<file path="src/rtl/seg7_serial_scanner_if.sv">
// Scanner bundle: converter handshake (select out, segment pattern back)
// plus the three-wire shift-register chain and status flags.
interface seg7_serial_scanner_if;
  logic       i_en;
  logic [7:0] i_7seg;
  logic [3:0] o_seg_select;
  logic       o_serial_data;
  logic       o_serial_clk;
  logic       o_serial_latch;
  logic       o_busy;
  logic       o_frame_done;

  // Environment side: enables the scan, returns segment patterns, watches pins
  modport master (
    output i_en,
    output i_7seg,
    input  o_seg_select,
    input  o_serial_data,
    input  o_serial_clk,
    input  o_serial_latch,
    input  o_busy,
    input  o_frame_done
  );

  // Scanner side
  modport slave (
    input  i_en,
    input  i_7seg,
    output o_seg_select,
    output o_serial_data,
    output o_serial_clk,
    output o_serial_latch,
    output o_busy,
    output o_frame_done
  );
endinterface

</file>
<file path="src/rtl/seg7_serial_scanner.sv">
// Six-digit display scanner: walks the converter's digit select 0..5, samples
// the returned segment byte, and clocks {digit enables, segments} MSB-first
// into a 74HC595-style chain followed by a storage latch pulse.
module seg7_serial_scanner #(
  parameter int unsigned CLK_DIV    = 2,
  parameter logic [7:0]  SEG_INVERT = 8'h00,
  parameter logic [7:0]  DIG_INVERT = 8'h00
) (
  input logic                  i_clk,
  input logic                  i_reset_n,
  seg7_serial_scanner_if.slave scan_if
);

  localparam int              DIV_W    = $clog2(CLK_DIV) + 1;
  localparam logic [DIV_W-1:0] DIV_LAST = DIV_W'(CLK_DIV - 1);

  localparam logic [2:0] ST_IDLE  = 3'd0;
  localparam logic [2:0] ST_LOAD  = 3'd1;
  localparam logic [2:0] ST_SHIFT = 3'd2;
  localparam logic [2:0] ST_LATCH = 3'd3;
  localparam logic [2:0] ST_NEXT  = 3'd4;

  localparam logic [3:0] SEL_LAST = 4'd5;
  localparam logic [4:0] BIT_LAST = 5'd15;

  logic [2:0]       state_q, state_d;
  logic [DIV_W-1:0] div_q,   div_d;
  logic [4:0]       bit_q,   bit_d;
  logic [15:0]      sreg_q,  sreg_d;
  logic [3:0]       sel_q,   sel_d;
  logic             sclk_q,  sclk_d;
  logic             sdat_q,  sdat_d;
  logic             latch_q, latch_d;
  logic             fdone_q, fdone_d;
  logic [7:0]       digit_byte;
  logic             div_wrap;

  // One-hot digit enable for the current select; select never exceeds 5,
  // so bits 7:6 stay clear.
  always_comb begin
    digit_byte = 8'd1 << sel_q;
  end

  // Next-state logic; pin values are computed from the next state so the
  // pins themselves come straight out of flops.
  always_comb begin
    state_d  = state_q;
    div_d    = div_q;
    bit_d    = bit_q;
    sreg_d   = sreg_q;
    sel_d    = sel_q;
    sclk_d   = 1'b0;
    div_wrap = (div_q == DIV_LAST);

    case (state_q)
      ST_IDLE: begin
        if (scan_if.i_en) state_d = ST_LOAD;
      end
      ST_LOAD: begin
        // Only place the converter output is sampled
        sreg_d  = {digit_byte ^ DIG_INVERT, scan_if.i_7seg ^ SEG_INVERT};
        bit_d   = '0;
        div_d   = '0;
        state_d = ST_SHIFT;
      end
      ST_SHIFT: begin
        sclk_d = sclk_q;
        if (div_wrap) begin
          div_d = '0;
          if (!sclk_q) begin
            sclk_d = 1'b1;
          end else begin
            // End of the high phase: drop the clock and present the next bit
            sclk_d = 1'b0;
            sreg_d = {sreg_q[14:0], 1'b0};
            bit_d  = bit_q + 5'd1;
            if (bit_q == BIT_LAST) state_d = ST_LATCH;
          end
        end else begin
          div_d = div_q + 1'b1;
        end
      end
      ST_LATCH: begin
        if (div_wrap) begin
          div_d   = '0;
          state_d = ST_NEXT;
        end else begin
          div_d = div_q + 1'b1;
        end
      end
      ST_NEXT: begin
        sel_d   = (sel_q == SEL_LAST) ? 4'd0 : sel_q + 4'd1;
        state_d = scan_if.i_en ? ST_LOAD : ST_IDLE;
      end
      default: begin
        state_d = ST_IDLE;
      end
    endcase

    sdat_d  = (state_d == ST_SHIFT) ? sreg_d[15] : 1'b0;
    latch_d = (state_d == ST_LATCH);
    fdone_d = (state_d == ST_NEXT) && (sel_q == SEL_LAST);
  end

  // State and output registers, all cleared asynchronously
  always_ff @(posedge i_clk or negedge i_reset_n) begin
    if (!i_reset_n) begin
      state_q <= ST_IDLE;
      div_q   <= '0;
      bit_q   <= '0;
      sreg_q  <= '0;
      sel_q   <= '0;
      sclk_q  <= 1'b0;
      sdat_q  <= 1'b0;
      latch_q <= 1'b0;
      fdone_q <= 1'b0;
    end else begin
      state_q <= state_d;
      div_q   <= div_d;
      bit_q   <= bit_d;
      sreg_q  <= sreg_d;
      sel_q   <= sel_d;
      sclk_q  <= sclk_d;
      sdat_q  <= sdat_d;
      latch_q <= latch_d;
      fdone_q <= fdone_d;
    end
  end

  assign scan_if.o_seg_select   = sel_q;
  assign scan_if.o_serial_data  = sdat_q;
  assign scan_if.o_serial_clk   = sclk_q;
  assign scan_if.o_serial_latch = latch_q;
  assign scan_if.o_busy         = (state_q != ST_IDLE);
  assign scan_if.o_frame_done   = fdone_q;

endmodule
</file>
<file path="src/flat_wrapper.sv">
// flat-port wrapper written by rule: the top's interface ports become plain ports
module seg7_serial_scanner_flat 
#(
  parameter int unsigned CLK_DIV    = 2,
  parameter logic [7:0]  SEG_INVERT = 8'h00,
  parameter logic [7:0]  DIG_INVERT = 8'h00
)
  (i_clk, i_reset_n, scan_if_i_en, scan_if_i_7seg, scan_if_o_seg_select, scan_if_o_serial_data, scan_if_o_serial_clk, scan_if_o_serial_latch, scan_if_o_busy, scan_if_o_frame_done);
  seg7_serial_scanner_if scan_if_i ();
  input logic i_clk;
  input logic i_reset_n;
  input wire logic [$bits(scan_if_i.i_en)-1:0] scan_if_i_en;
  input wire logic [$bits(scan_if_i.i_7seg)-1:0] scan_if_i_7seg;
  output wire logic [$bits(scan_if_i.o_seg_select)-1:0] scan_if_o_seg_select;
  output wire logic [$bits(scan_if_i.o_serial_data)-1:0] scan_if_o_serial_data;
  output wire logic [$bits(scan_if_i.o_serial_clk)-1:0] scan_if_o_serial_clk;
  output wire logic [$bits(scan_if_i.o_serial_latch)-1:0] scan_if_o_serial_latch;
  output wire logic [$bits(scan_if_i.o_busy)-1:0] scan_if_o_busy;
  output wire logic [$bits(scan_if_i.o_frame_done)-1:0] scan_if_o_frame_done;
  assign scan_if_i.i_en = scan_if_i_en;
  assign scan_if_i.i_7seg = scan_if_i_7seg;
  assign scan_if_o_seg_select = scan_if_i.o_seg_select;
  assign scan_if_o_serial_data = scan_if_i.o_serial_data;
  assign scan_if_o_serial_clk = scan_if_i.o_serial_clk;
  assign scan_if_o_serial_latch = scan_if_i.o_serial_latch;
  assign scan_if_o_busy = scan_if_i.o_busy;
  assign scan_if_o_frame_done = scan_if_i.o_frame_done;
  seg7_serial_scanner #(.CLK_DIV(CLK_DIV), .SEG_INVERT(SEG_INVERT), .DIG_INVERT(DIG_INVERT)) u_core (.i_clk(i_clk), .i_reset_n(i_reset_n), .scan_if(scan_if_i));
endmodule
</file>
<file path="config.mk">
export PLATFORM = sky130hd
export DESIGN_NAME = seg7_serial_scanner_flat
export DESIGN_NICKNAME = d
export VERILOG_FILES = /design/src/rtl/seg7_serial_scanner_if.sv /design/src/rtl/seg7_serial_scanner.sv /design/src/flat_wrapper.sv
export SDC_FILE = /design/constraint.sdc
export NUM_CORES = 1
export LEC_CHECK = 0
export ABC_AREA = 1
export CORE_MARGIN = 8
export CORE_UTILIZATION = 47
export DETAILED_ROUTE_END_ITERATION = 10
export HOLD_SLACK_MARGIN = 0.12
export PLACE_DENSITY = 0.75
export SYNTH_ARGS = -nofsm -noshare
export SYNTH_HDL_FRONTEND = slang
export SYNTH_SLANG_ARGS = --single-unit
export TNS_END_PERCENT = 5
</file>
<file path="constraint.sdc">
create_clock -name i_clk -period 1.7 [get_ports i_clk]
set_input_delay 0.17 -clock i_clk [delete_from_list [all_inputs] [get_ports i_clk]]
set_output_delay 0.17 -clock i_clk [all_outputs]
set_load 0.02 [all_outputs]
</file>
* Word-level counts from Yosys, hierarchy flattened
Index checks and enable logic that the tools add are counted.
** Storage, ports and cells
- Bits in registers :: 34
- Input bits :: 11
- Word-level logic and storage cells :: 53
** Operators by class
- $add $sub $neg :: 3
- Equal/unequal tests :: 12
- Shift operators :: 1
- Multiplexer cells :: 20
- Reduce and logical (&&, ||, !) cells :: 7
** Operators by type and width (count)
- $mux W16 :: 2
- $pmux W16 S2 :: 1
- $mux W3 :: 5
- $pmux W3 S5 :: 1
- $eq A3 B2 Y1 const B :: 4
- $mux W5 :: 2
- $pmux W5 S2 :: 1
- $shl A1 B4 Y8 const A :: 1
- $eq A3 B3 Y1 const B :: 2
- $add A5 B1 Y5 const B :: 1
- $eq A5 B4 Y1 const B :: 1
- $mux W1 :: 5
- $add A4 B1 Y4 const B :: 1
- $eq A4 B3 Y1 const B :: 1
- $mux W4 :: 1
- $ne A2 B1 Y1 const B :: 2
- $pmux W2 S2 :: 1
- $reduce_bool A2 Y1 :: 2
- $eq A3 B1 Y1 const B :: 1
- $logic_not A3 Y1 :: 1
- $reduce_and A3 Y1 :: 1
- $reduce_bool A3 Y1 :: 1
- $add A2 B1 Y2 const B :: 1
- $eq A2 B1 Y1 const B :: 1
- other kinds (3) :: 3

* Longest topological paths before layout
Gate-level depths: netlist of the first run.
- Depth after elaboration :: 7
- Depth in mapped cells :: 8

* Worst setup path before layout of the first run
No wires, ideal clock.
- Kind :: register to register
- Start point :: register u_core.bit_q[0]
- End point :: register u_core.bit_q[4]
- Arrival time :: 1.184 ns
- Slack :: 0.421 ns
- Cell stages (with the launch flop) :: 6
- Buffers on the path :: 0
- Path through :: dfrtp_1 -> ha_1 -> nand2_1 -> nor2_1 -> ha_1 -> o31ai_1
** Between the ends
- Longest elaborated chain between the ends :: 4
** Ends and longest elaborated chain
- start: declaration :: RTL line seg7_serial_scanner.sv:28 : logic [4:0] bit_q, bit_d;
- start signal: assignment :: RTL line seg7_serial_scanner.sv:120 : bit_q <= bit_d;
- $add A5 B1 Y5 :: RTL line seg7_serial_scanner.sv:76 : bit_d = bit_q + 5'd1;
- $mux W5 :: RTL line seg7_serial_scanner.sv:70 : if (!sclk_q) begin
- $mux W5 :: RTL line seg7_serial_scanner.sv:68 : if (div_wrap) begin
- $pmux W5 S2 :: RTL line seg7_serial_scanner.sv:55 : case (state_q)
Every way passes these cells. The select of a mux whose other input is x is not followed.
A chain may end at the register's enable or synchronous reset.

* Worst setup path in the final report of the first run
- Start point :: register u_core.sel_q[2], in the netlist u_core.scan_if.o_seg_select[2]
- End point :: output port scan_if_o_seg_select[2]
** RTL lines
- start: declaration :: RTL line seg7_serial_scanner.sv:30 : logic [3:0] sel_q, sel_d;
- start signal: assignment :: RTL line seg7_serial_scanner.sv:122 : sel_q <= sel_d;
- end: declaration :: RTL line flat_wrapper.sv:14 : output wire logic [$bits(scan_if_i.o_seg_select)-1:0] scan_if_o_seg_select;
No word-level cell between the ends.

==> key figures, run 1 <==
Drt
  – DRC errors left: 0
  – DRT met1 WL: 1.50 mm
  – Antenna Violating Nets Remaining: 0
  – Vias/cell: 4.91
  – Top layer in use: met4
  – Wire per inst: 11.5 um
  – Met3 WL: 132 um
  – 1st-iter DRT viols: 67
  – DR pass1 iterations: 4
  – Detail Route met2 WL: 1.39 mm
  – Routed wire length: 3.07 mm
  – Via count: 1305

Worst setup path
  – Req. time, crit path: 1.53 ns
  – CP Depth: 1
  – CP arrival: 1.42 ns
  – Kind of critical path: register to output port
  – Buffers & Inverters on Critical Path: 1
  – Crit-path slowest cell: clkdlybuf4s50_1
  – Critical path peak fanout: 6
  – Worst-path cell chain: clkdlybuf4s50_1
  – Critical path endpoint category: output port
  – Worst R2R Path Depth: 7
  – Startpoint Class: register
  – CP max stage delay: 0.64 ns
  – Crit path max-delay family: buffers and inverters

Pwr
  – Post-layout power: 1.34 mW
  – Maximum vdd ir drop: 0.607 mV
  – Static leakage: 1.03 nW
  – Power Dens Cells: 677 mW/mm2

STA
  – Final setup vio count: 0
  – Setup TNS: 0 ns
  – Post-route minimum period: 1.59 ns
  – Clock Skews: 0.00526 ns
  – PnR worst setup slack: 0.110 ns
  – Fin crit share: 93.5%
  – Worst slew pin tran: 0.427 ns
  – Unrepaired setup endpoints after global routing: false
  – Final-report max-slew violation count: 0
  – Final hold viol count: 0
  – FMAX: 629 MHz
  – Slew headroom: 71.5%

Final layout
  – Antenna Cells: 0
  – Layout fillers: 333
  – Area of the multi-input gates: 734 um2
  – Sequential cell area: 851 um2
  – Ratio of cells with drive above 1 in the final layout: 16.1%
  – Synthesis-to-finish area growth: 16.5%
  – Nets: 232

Yosys
  – Share of the synthesized area in the top cell type: 50.0%
  – Post-synthesis instance area: 0.00170 mm2
  – Syn Area/Cell: 8.87 um2
  – Yosys cell types: 26
  – Most frequent cell after synthesis: nand2_1
  – Cell taking the most area after synthesis: dfrtp_1
  – Post-synth top flop: dfrtp_1
  – Number of synthesized register bits: 34
  – Synth area leaders: dfrtp_1 50%, nand2_1 10%, nand2_2 4.8%
  – Synthesized Nets: 207
  – Post-synth EDFFs: 0
  – Yosys warning count: 0
  – FFs w/ async S/R, synth: 100%
  – Sequential area share after synthesis: 50.0%
  – Top post-synthesis cells by count: 47 x nand2_1, 34 x dfrtp_1, 21 x nor2_1, 17 x inv_1, 13 x nand2_2
  – Mapped Cells: 192

Clock network
  – TritonCTS Buffers: 5
  – CTS tree: yes
  – H-tree levels: 2
  – Clk Latency, worst-skew pair: 0.34 ns
  – CTS clk-pin slew, worst paths: 0.11 ns
  – CTS Root Cell: clkbuf_4
  – Post-CTS setup buffer count: 0
  – Clk sinks: 34
  – Clock Tree Buf Depth: 2

Floorplan
  – Row Count: 22
  – Die height: 76.2 um
  – Initial Utilization: 47.6%
  – Die area: 0.00580 mm2
  – I/O pin total: 20
  – Die Width: 76.2 um
  – Core area: 0.00358 mm2

Global routing
  – GRT Total Usage: 11.1%
  – Congestion Overflow GR: 0
  – Vias in the first global route: 1238
  – First-pass GRT wire length: 5.36 mm
  – Initial antenna violation count: 0
  – Largest net degree at the start of global routing: 35

Placed design
  – Pre-CTS setup slack: 0.273 ns
  – Gpl congestion: 0.772
  – Post-DP HPWL: 2.23 mm
  – Port Buffers: 19

Hold path
  – Hold Crit Class: primary input to asynchronous set/reset pin

Job
  – Maxcap violations: 0

Run status
  – Outcome: finished clean
==> routing by layer <==
layer  vias up  GRT usage [%]
li1        675              -
met1       604           13.5
met2        21           17.4
met3         5           4.36
met4         0           3.46
met5         -              0
==> cell type report <==
| class | count | area share [%] |
|---|---|---|
| clock buffers | 7 | 2.77 |
| multi-input cells | 135 | 37.0 |
| clock inverters | 1 | 0.252 |
| inverters | 20 | 3.78 |
| well taps | 48 | 3.03 |
| flip-flops and latches | 34 | 42.9 |
| repair buffers | 21 | 10.3 |
==> cell usage in the layout, fill, tap and decap left out <==
cell type,count
nand2_1,47
dfrtp_1,34
nor2_1,21
clkdlybuf4s50_1,18
inv_1,17
nand2_2,13
nand3_1,10
a22oi_1,7
a21oi_1,6
nor3_1,5
clkbuf_4,5
ha_1,4
inv_2,3
nand3_2,3
nand4_1,3
o21ai_0,3
nand3_4,2
o21ai_2,2
xor2_1,2
buf_4,2
nor2_4,1
nor2_2,1
and2_1,1
nand2_4,1
nand3b_1,1
a31oi_1,1
o31ai_1,1
clkinv_2,1
clkbuf_1,1
clkbuf_8,1
dlygate4sd2_1,1
==> per-stage QoR <==
stage          cells  util (%)  hold WS [ns]  cell area (um2)
2_1_floorplan    192         -        -0.126             1700
3_3_place_gp     258      53.8         0.463             1930
3_5_place_dp     258      53.8         0.463             1930
4_1_cts          266      55.5         0.240             1980
5_1_grt          266      55.5         0.253             1980
6_report         266      55.5         0.231             1980
==> state kept, by name, summed over array words and instances, names as in the netlist <==
register,flops
u_core.sreg_q,16
u_core.scan_if.o_seg_select,4
u_core.state_q,3
u_core.scan_if.o_serial_clk,1
u_core.scan_if.o_serial_data,1
u_core.bit_q,5
u_core.div_q,2
u_core.scan_if.o_serial_latch,1
u_core.scan_if.o_frame_done,1
==> report_power, final <==
group	internal (mW)	switching, mW
logic	0.0270	0.0248
registers	0.814	0.00321
clock network	0.200	0.274
total	1.04	0.302
==> logic make-up after synthesis <==
kind of cell,Yosys count,synth area share (%)
DFF,34,50.0
buffers and inverters,23,6.91
xor gates and xnor gates,2,1.03
adders and majority gates,4,2.94
AOI/OAI and AO/OA,20,7.57
and+or+nand+nor,109,31.6
==> worst paths after layout <==
kind,start,endpoint,slack [ns]
min,i_reset_n,u_core.scan_if.o_frame_done,0.23
min reg2reg,u_core.sreg_q[0],u_core.sreg_q[0],0.49
max,u_core.scan_if.o_seg_select[2],scan_if_o_seg_select[2],0.11
max reg2reg,u_core.state_q[2],u_core.bit_q[2],0.29
min in group i_clk,scan_if_i_7seg[0],u_core.sreg_q[0],0.36
max in group asynchronous,i_reset_n,u_core.bit_q[3],1.16
==> what timing repair did <==
action,in CTS,in global routing
hold buffers,0,0
endpoints found under the setup margin,1,0
resized for setup,1,0
Power figures use the tool's default switching activity.
==> inputs of run 2 (changes only) <==
Settings changed: GPL_TIMING_DRIVEN from default to 0.
==> run 2 against run 1 <==
Compared with the run above: worst setup slack improved by 0.0094 ns; non-clock buffer count is 2 higher; cell area grew 0.95%; wire length is 3.9% higher; register-to-register slack barely moved.
==> key figures, run 2 (synthesis results as in run 1) <==
Run status
  – Outcome: finished clean

Clock network
  – Post-CTS setup buffer count: 0 (unchanged)
  – Clock Tree Buf Depth: 2 (unchanged)
  – CTS tree: yes
  – Clk sinks: 34 (unchanged)
  – H-tree levels: 2 (unchanged)
  – Clk Latency, worst-skew pair: 0.34 ns (about the same)
  – CTS Root Cell: clkbuf_4
  – TritonCTS Buffers: 5 (unchanged)
  – CTS clk-pin slew, worst paths: 0.09 ns (-0.02 ns)

Global routing
  – Vias in the first global route: 1318 (+6.5%)
  – Initial antenna violation count: 0 (unchanged)
  – Congestion Overflow GR: 0 (unchanged)
  – GRT Total Usage: 11.9% (+0.88 points)
  – Largest net degree at the start of global routing: 35 (unchanged)
  – First-pass GRT wire length: 5.66 mm (+5.7%)

STA
  – Final setup vio count: 0 (unchanged)
  – Final-report max-slew violation count: 0 (unchanged)
  – Final hold viol count: 0 (unchanged)
  – PnR worst setup slack: 0.120 ns (+0.00941 ns)
  – Clock Skews: 0.0117 ns (+0.00644 ns)
  – Post-route minimum period: 1.58 ns (-0.00941 ns)
  – Worst slew pin tran: 0.739 ns (+0.311 ns)
  – Hold slack: 0.362 ns (+0.132 ns)
  – Unrepaired setup endpoints after global routing: false
  – FMAX: 633 MHz (+0.60%)
  – Fin crit share: 93.0% (-0.55 points)
  – Slew headroom: 50.8% (-21 points)

Final layout
  – Area of the multi-input gates: 734 um2 (unchanged)
  – Most frequent cells in the layout: 47 x nand2_1, 33 x dfrtp_1, 21 x nor2_1
  – Reg with most FFs: u_core.sreg_q
  – Nets: 234 (+0.86%)
  – Sequential cell area: 852 um2 (+0.15%)
  – Antenna Cells: 0 (unchanged)
  – Post-layout instance area: 0.00200 mm2 (+0.95%)
  – Layout fillers: 331 (-0.60%)
  – Commonest non-fill, non-tap cell in the layout: nand2_1
  – Synthesis-to-finish area growth: 17.6%
  – Ratio of cells with drive above 1 in the final layout: 16.4% (+0.38 points)
  – Max FFs per register: 16 (unchanged)

Placed design
  – Pre-CTS setup slack: 0.238 ns (-0.0348 ns)
  – Placed cell areas: 0.00195 mm2 (+1.2%)
  – Gpl congestion: 0.810 (+4.9%)
  – Post-DP HPWL: 2.29 mm (+3.1%)
  – Port Buffers: 19 (unchanged)

Worst setup path
  – CP max stage delay: 0.64 ns (about the same)
  – Critical path peak fanout: 6 (unchanged)
  – CP arrival: 1.41 ns (about the same)
  – Critical path endpoint category: output port
  – Crit path max-delay family: buffers and inverters
  – Worst R2R Path Depth: 5 (-2)
  – Worst-path cell chain: clkdlybuf4s50_1
  – Startpoint Class: register
  – CP Depth: 1 (unchanged)
  – Kind of critical path: register to output port
  – Req. time, crit path: 1.53 ns (about the same)
  – Buffers & Inverters on Critical Path: 1 (unchanged)
  – Crit-path slowest cell: clkdlybuf4s50_1

Floorplan
  – Die Width: 76.2 um (unchanged)
  – Row Count: 22 (unchanged)
  – Core area: 0.00358 mm2 (unchanged)
  – Die area: 0.00580 mm2 (unchanged)
  – Initial Utilization: 47.6% (unchanged)
  – I/O pin total: 20 (unchanged)
  – Die height: 76.2 um (unchanged)

Drt
  – Via count: 1295 (-0.77%)
  – 1st-iter DRT viols: 107 (+60%)
  – Wire per inst: 11.9 um (+3.6%)
  – DRC errors left: 0 (unchanged)
  – Vias/cell: 4.85 (-1.1%)
  – DR pass1 iterations: 4 (unchanged)
  – Routed wire length: 3.19 mm (+3.9%)
  – Antenna Violating Nets Remaining: 0 (unchanged)

Hold path
  – Worst hold stages: 3
  – Hold Crit Class: primary input to register

Pwr
  – Static leakage: 1.04 nW (+0.49%)
  – Maximum vdd ir drop: 0.432 mV (-29%)
  – Power Dens Cells: 641 mW/mm2 (-5.3%)

Job
  – Maxcap violations: 0 (unchanged)
## run 2: changes by cell type in the layout (fill, tap and decap cells not counted)
cell	delta
dfrtp_2	+1
buf_2	+1
clkinv_2	-1
clkbuf_8	-1
buf_4	-2
dlygate4sd3_1	+1
buf_6	+2
dfrtp_1	-1
buf_12	+1
clkdlybuf4s50_1	-1
clkbuf_1	+1
## run 2: repair_timing
| item | in CTS | in global routing |
|---|---|---|
| hold buffers | 1 | 0 |
| endpoints found under the hold margin | 34 | 0 |
| gates resized for setup | 2 | 0 |
| endpoints found under the setup margin | 1 | 0 |
## run 2: routing by layer
metal	share of wire, %	up-vias	track usage, %
met4	1.5	0	5.19
met1	48	607	14.3
met3	3.3	5	4.25
li1	-	669	-
met2	47	14	18.9
met5	0	-	0
## run 2: layout make-up
type                       count  area share [%]
sequential                    34            42.5
multi-input combinational    135            36.7
timing repair buffer          20            9.68
inverter                      20            3.75
tap                           48            3.00
clock buffer                   7            2.25
buffer                         3            2.12
## run 2: stage by stage
step	utilization, %	cells	setup TNS, ns	power, mW
floorplan	-	192	0	0.842
global placement	54.6	259	-9.45	0.885
detailed placement	54.4	259	0	0.884
CTS	56.0	267	0	1.30
global route	56.0	267	0	1.34
finish	56.0	267	0	1.28
## run 2: path summary, 6_finish.rpt
kind	start	end	slack, ns
hold / removal	scan_if_i_7seg[0]	u_core.sreg_q[0]	0.36
setup / recovery	u_core.scan_if.o_seg_select[2]	scan_if_o_seg_select[2]	0.12
max in group asynchronous	i_reset_n	u_core.state_q[0]	0.78
min in group asynchronous	i_reset_n	u_core.div_q[0]	0.41
setup reg to reg	u_core.bit_q[0]	u_core.bit_q[4]	0.30
hold reg to reg	u_core.sreg_q[0]	u_core.sreg_q[0]	0.48
## run 2: power breakdown
group          switching (mW)  internal [mW]  total [mW]
registers             0.00346          0.814       0.818
clock network           0.261          0.156       0.416
logic                  0.0242         0.0258      0.0501
total                   0.288          0.996        1.28
